===== src/rtl/series_sequencer_pkg.sv =====
// Shared types and widths for the series sequencer: FSM state encoding,
// data/address widths and the term-count clamp.
package series_sequencer_pkg;

  localparam int DATA_W = 17;
  localparam int ADDR_W = 4;

  typedef enum logic [2:0] {
    ST_IDLE,
    ST_INIT,
    ST_MUL_X,
    ST_MUL_I,
    ST_MUL_IP,
    ST_NEG,
    ST_ACC,
    ST_DONE
  } state_e;

  // A requested count of zero still evaluates the initial term.
  function automatic logic [ADDR_W-1:0] clamp_terms(input logic [ADDR_W-1:0] n);
    return (n == '0) ? ADDR_W'(1) : n;
  endfunction

endpackage


===== src/rtl/series_sequencer.sv =====
// Power-series term sequencer: steers an external multiply stage through
// term*x, term*rom[k], term*rom[k+1] (and optional negate), accumulating each term.
module series_sequencer
  import series_sequencer_pkg::*;
#(
  parameter logic signed [DATA_W-1:0] TERM_INIT  = 17'sd1,
  parameter bit                       NEG_SERIES = 1'b1
) (
  input  logic                     clk,
  input  logic                     rst,
  input  logic                     start,
  input  logic signed [DATA_W-1:0] x_in,
  input  logic [ADDR_W-1:0]        n_terms,
  input  logic signed [DATA_W-1:0] mult_out,
  output logic                     minus1_en,
  output logic                     x_en,
  output logic                     i_en,
  output logic                     iplus_en,
  output logic signed [DATA_W-1:0] term_out,
  output logic signed [DATA_W-1:0] x_out,
  output logic [ADDR_W-1:0]        rom_addr_i,
  output logic [ADDR_W-1:0]        rom_addr_iplus,
  output logic signed [DATA_W-1:0] result,
  output logic                     busy,
  output logic                     done
);

  state_e                     state_q, state_d;
  logic signed [DATA_W-1:0]   term_q, term_d;
  logic signed [DATA_W-1:0]   sum_q, sum_d;
  logic signed [DATA_W-1:0]   x_q, x_d;
  logic [ADDR_W-1:0]          k_q, k_d;
  logic [ADDR_W-1:0]          n_q, n_d;
  logic                       last_k;

  assign last_k = (ADDR_W'(k_q + 1'b1) == n_q);

  always_ff @(posedge clk) begin
    if (rst) begin
      state_q <= ST_IDLE;
      term_q  <= '0;
      sum_q   <= '0;
      x_q     <= '0;
      k_q     <= '0;
      n_q     <= '0;
    end else begin
      state_q <= state_d;
      term_q  <= term_d;
      sum_q   <= sum_d;
      x_q     <= x_d;
      k_q     <= k_d;
      n_q     <= n_d;
    end
  end

  always_comb begin
    state_d = state_q;
    case (state_q)
      ST_IDLE:   if (start) state_d = ST_INIT;
      ST_INIT:   state_d = ST_ACC;
      ST_MUL_X:  state_d = ST_MUL_I;
      ST_MUL_I:  state_d = ST_MUL_IP;
      ST_MUL_IP: state_d = NEG_SERIES ? ST_NEG : ST_ACC;
      ST_NEG:    state_d = ST_ACC;
      ST_ACC:    state_d = last_k ? ST_DONE : ST_MUL_X;
      ST_DONE:   state_d = ST_IDLE;
      default:   state_d = ST_IDLE;
    endcase
  end

  always_comb begin
    term_d = term_q;
    sum_d  = sum_q;
    x_d    = x_q;
    k_d    = k_q;
    n_d    = n_q;
    case (state_q)
      ST_INIT: begin
        term_d = TERM_INIT;
        sum_d  = '0;
        k_d    = '0;
        x_d    = x_in;
        n_d    = clamp_terms(n_terms);
      end
      ST_MUL_X, ST_MUL_I, ST_MUL_IP, ST_NEG: term_d = mult_out;
      ST_ACC: begin
        sum_d = sum_q + term_q;
        if (!last_k) k_d = k_q + 1'b1;
      end
      default: ;
    endcase
  end

  always_comb begin
    minus1_en      = 1'b0;
    x_en           = 1'b0;
    i_en           = 1'b0;
    iplus_en       = 1'b0;
    busy           = (state_q != ST_IDLE);
    done           = (state_q == ST_DONE);
    rom_addr_i     = k_q;
    // Forced to zero in IDLE so a freshly reset block shows all-zero outputs.
    rom_addr_iplus = (state_q == ST_IDLE) ? '0 : ADDR_W'(k_q + 1'b1);
    case (state_q)
      ST_MUL_X:  x_en      = 1'b1;
      ST_MUL_I:  i_en      = 1'b1;
      ST_MUL_IP: iplus_en  = 1'b1;
      ST_NEG:    minus1_en = 1'b1;
      default: ;
    endcase
  end

  assign term_out = term_q;
  assign x_out    = x_q;
  assign result   = sum_q;

endmodule

===== config.mk =====
export PLATFORM = sky130hd
export DESIGN_NAME = series_sequencer
export DESIGN_NICKNAME = d
export VERILOG_FILES = /design/src/rtl/series_sequencer_pkg.sv /design/src/rtl/series_sequencer.sv
export SDC_FILE = /design/constraint.sdc
export NUM_CORES = 1
export LEC_CHECK = 0
export CORE_UTILIZATION = 45
export DETAILED_ROUTE_END_ITERATION = 16
export GPL_TIMING_DRIVEN = 0
export HOLD_SLACK_MARGIN = 0.15
export PLACE_DENSITY_LB_ADDON = 0.05
export SYNTH_ARGS = -nofsm -noshare
export SYNTH_HDL_FRONTEND = slang
export SYNTH_SLANG_ARGS = --single-unit
export TNS_END_PERCENT = 100

===== constraint.sdc =====
create_clock -name clk -period 2.9 [get_ports clk]
set_input_delay 0.725 -clock clk [delete_from_list [all_inputs] [get_ports clk]]
set_output_delay 0.725 -clock clk [all_outputs]
set_load 0.05 [all_outputs]

==> impl_metrics.csv <==
group,metric,value,unit
outcome,outcome,"finished, final reports clean",
clock_network,h-tree-depth,3,
grt,maximum_number_of_pins_on_one_net_before_global_route_repair,12,
clock_network,cts_tree,"yes",
synth,synth_most_common_cell,"sky130_fd_sc_hd__dfxtp_1",
setup_path,r2r-end,"result[14]$_SDFFE_PP0P_",
sta,timing.final.ws_setup,0.102,ns
sta,period_share,0.965,
synth,average_size_of_a_mapped_cell,8.31,sq um
sta,number_of_pins_exceeding_their_max_slew_limit_in_the_final_report,0,
grt,grt-ovfl-total,0,
sta,post_route_setup_tns,0,ns
synth,yosys.area.top_type_share,0.395,
clock_network,total_of_hold_buffers_inserted_after_clock_tree_synthesis,0,
clock_network,cts.clk_slew.worst_paths,0.07,ns
layout,drive_gt1_frac,0.0763,
setup_path,worst_ep_arrival_time,2.07,ns
die,boundaryPins,106,
power_and_ir_drop,power_leakage,0.00169,uW
die,coreArea,0.00676,sq mm
sta,worst_clock_skew,0.0117,ns
clock_network,cts_setup_buffers,0,
route,total_vias_in_the_final_route,3090,
synth,net_count_of_the_mapped_netlist,437,
layout,nFillCells,586,
clock_network,worst_skew_pair.late_latency,0.35,ns
grt,wire_length_of_the_first_global_routing_pass,12.9,mm
setup_path,cp_num_cells,4,
grt,globalRouteTotalUtil,0.222,
setup_path,worstSetupEndpoint,"rom_addr_iplus[2]",
route,detail_route.wl_per_cell,13.7,um
sta,final_hold_violation_count,0,
setup_path,worst_setup_path_end_kind,"primary output",
setup_path,critical_path_class,"flop to primary output",
placed_design,numPortBuffers,104,
setup_path,worst_setup_path_startpoint,"rom_addr_i[0]$_SDFFE_PP0P_",
setup_path,critical_path_buf_inv_count,1,
synth,synthesized_netlist_cell_count,378,
min_path,min_path_type,"flop to flop",
route,drc,0,
setup_path,worst-path-max-fanout,7,
die,core.rowCount,30,
power_and_ir_drop,vdd_ir_drop_max,0.461,mV
synth,yosys-top-cells-area,"sky130_fd_sc_hd__dfxtp_1, sky130_fd_sc_hd__nand2_1, sky130_fd_sc_hd__ha_1",
grt,antenna_found_initial,0,
setup_path,critical_path.startpoint_type,"flop",
route,drt-total-wl,7.95,mm
clock_network,cts-root-to-sink-buffers,2,
synth,yosysSeqAreaShare,0.395,
layout,flow.area_growth_from_synthesis,42.6,%
synth,summed_instance_area_of_the_synthesized_netlist,0.00314,sq mm
die,floorplan.die_area,0.00732,sq mm
layout,ff_latch_area,0.00124,sq mm
synth,synth.top_cells.by_count,"sky130_fd_sc_hd__dfxtp_1, sky130_fd_sc_hd__nand2_1, sky130_fd_sc_hd__nor2_1, sky130_fd_sc_hd__a21oi_1, sky130_fd_sc_hd__a22oi_1",
placed_design,gpl_congestion,0.836,
clock_network,cts-resized-gates,0,
setup_path,slowest_delay,0.81,ns
setup_path,crit_required,2.17,ns
setup_path,worst_setup_slack_for_register_to_register_paths,0.63,ns
route,routed_via_density,5.35,
setup_path,cpLargestDelayFamily,"buffers and inverters",
sta,timing.final.setup_violations,0,
layout,multi_input_comb_area,0.00180,sq mm
setup_path,rr_startpoint,"term_out[0]$_SDFFE_PP0P_",
synth,ys.flop_type,"sky130_fd_sc_hd__dfxtp_1",
synth,ys.warnings.count,0,
synth,postSynthRegisterBits,62,
placed_design,detailed_place_hpwl,5.90,mm
die,die_height,85.5,um
clock_network,cts_sinks,62,
clock_network,tritoncts.num_buffers,9,
setup_path,r2r_cells,9,
sta,period_minus_slack,2.80,ns
placed_design,place_worst_setup_slack,0.435,ns
die,fp.dieW,85.5,um
layout,finalNetCount,552,
synth,number_of_unique_standard_cell_types_used_by_synthesis,53,
die,floorplan.initialDensity,0.465,
route,routed-wl-met3,409,um
synth,synth-edff-count,0,
sta,rsz0062_at_grt,"no",
grt,first_global_vias,2841,
sta,max_slew_margin,0.420,
route,wl_met2,3.90,mm
flow_run,max-cap-violations,0,
clock_network,clockRootBuffer,"sky130_fd_sc_hd__clkbuf_8",
setup_path,cp_slowest_cell,"sky130_fd_sc_hd__clkdlybuf4s50_1",
synth,ys_async_sr_fraction,0,
synth,netlist.top_cell.by_area,"sky130_fd_sc_hd__dfxtp_1",
route,top_signal_layer_used,"met4",
setup_path,crit_path_cell_trace,"ha_1 > xnor2_2 > nor2_1 > clkdlybuf4s50_1",
route,first_pass_iteration_count_of_the_detailed_router,4,
sta,highest_clock_rate,357,MHz
route,final_antenna_net_count,0,
power_and_ir_drop,p_per_area,604,mW/mm^2
layout,count_of_antenna_diodes_in_the_layout,0,
route,first_iter_violations,81,
route,drt-met1-wl,3.52,mm
sta,tightest_slew,0.867,ns
==> tightest hold or removal path, cell delays in order (launching register included) <==
cell and delay, ns:
sky130_fd_sc_hd__dfxtp_1 0.31, sky130_fd_sc_hd__nand2_1 0.05, sky130_fd_sc_hd__a21oi_1 0.05
==> placed cells by master (no fill, tap or decap), types with 9 or more instances in the layout <==
cell type / synthesis / final
sky130_fd_sc_hd__a21oi_1: 36 / 36
sky130_fd_sc_hd__a22oi_1: 18 / 18
sky130_fd_sc_hd__clkbuf_1: 11 / 12
sky130_fd_sc_hd__clkbuf_8: 0 / 9
sky130_fd_sc_hd__clkdlybuf4s50_1: 0 / 103
sky130_fd_sc_hd__dfxtp_1: 62 / 62
sky130_fd_sc_hd__ha_1: 17 / 17
sky130_fd_sc_hd__nand2_1: 60 / 60
sky130_fd_sc_hd__nor2_1: 48 / 48
sky130_fd_sc_hd__o21ai_0: 13 / 13
sky130_fd_sc_hd__xnor2_1: 9 / 9
==> per-layer routing <==
metal  vias to the layer above  GRT usage
li1                       1561          -
met1                      1434      0.270
met2                        82      0.377
met3                        13     0.0549
met4                         0     0.0924
met5                         -          0
==> logic make-up after synthesis <==
family	Yosys count	share of synthesized area
and+or+nand+nor	151	0.218
AOI/OAI and AO/OA	101	0.217
muxes	4	0.0139
buffers and inverters	25	0.0319
adders and majority gates	18	0.0741
xor gates and xnor gates	17	0.0498
DFF	62	0.395
==> power by group <==
group	leakage, uW	total [uW]	switching [uW]	internal, uW
sequential	0.000504	985	52.9	932
combinational	0.00109	981	636	345
clock	0.0000883	737	344	393
total	0.00169	2700	1030	1670
==> cell type report <==
class / instances / share of cell area
plain buffers: 17 / 0.0156
flip-flops and latches: 62 / 0.277
repair buffers: 104 / 0.233
well taps: 80 / 0.0223
multi-input cells: 291 / 0.403
clock inverters: 6 / 0.0140
inverters: 8 / 0.00670
clock buffers: 10 / 0.0285
==> per-stage QoR <==
| stage | power [uW] | util | cells | cell area (sq um) | hold slack [ns] |
|---|---|---|---|---|---|
| 2_1_floorplan | 1660 | - | 378 | 3140 | 0.448 |
| 3_3_place_gp | 1970 | 0.634 | 562 | 4280 | 0.441 |
| 3_5_place_dp | 1990 | 0.634 | 562 | 4280 | 0.450 |
| 4_1_cts | 2730 | 0.662 | 578 | 4470 | 0.458 |
| 5_1_grt | 2840 | 0.663 | 578 | 4480 | 0.481 |
| 6_report | 2700 | 0.663 | 578 | 4480 | 0.455 |
==> sequential cells by signal (all words and copies together), names as in the netlist <==
signal and count:
result 17, term_out 17, x_out 17, n_q 4
rom_addr_i 4, state_q 3
==> worst min-delay path by stage <==
stage	to	start	cells after the start	slack [ns]
after floorplan	n_q[1]$_SDFFE_PP0P_	n_q[1]$_SDFFE_PP0P_	2	0.45
after global placement	x_out[7]$_SDFFE_PP0P_	x_out[7]$_SDFFE_PP0P_	2	0.44
after detailed placement	x_out[7]$_SDFFE_PP0P_	x_out[7]$_SDFFE_PP0P_	2	0.45
after CTS	x_out[3]$_SDFFE_PP0P_	x_out[3]$_SDFFE_PP0P_	2	0.46
after global routing	x_out[11]$_SDFFE_PP0P_	x_out[11]$_SDFFE_PP0P_	2	0.48
final	x_out[3]$_SDFFE_PP0P_	x_out[3]$_SDFFE_PP0P_	2	0.45
(Power assumes the default switching activity.)
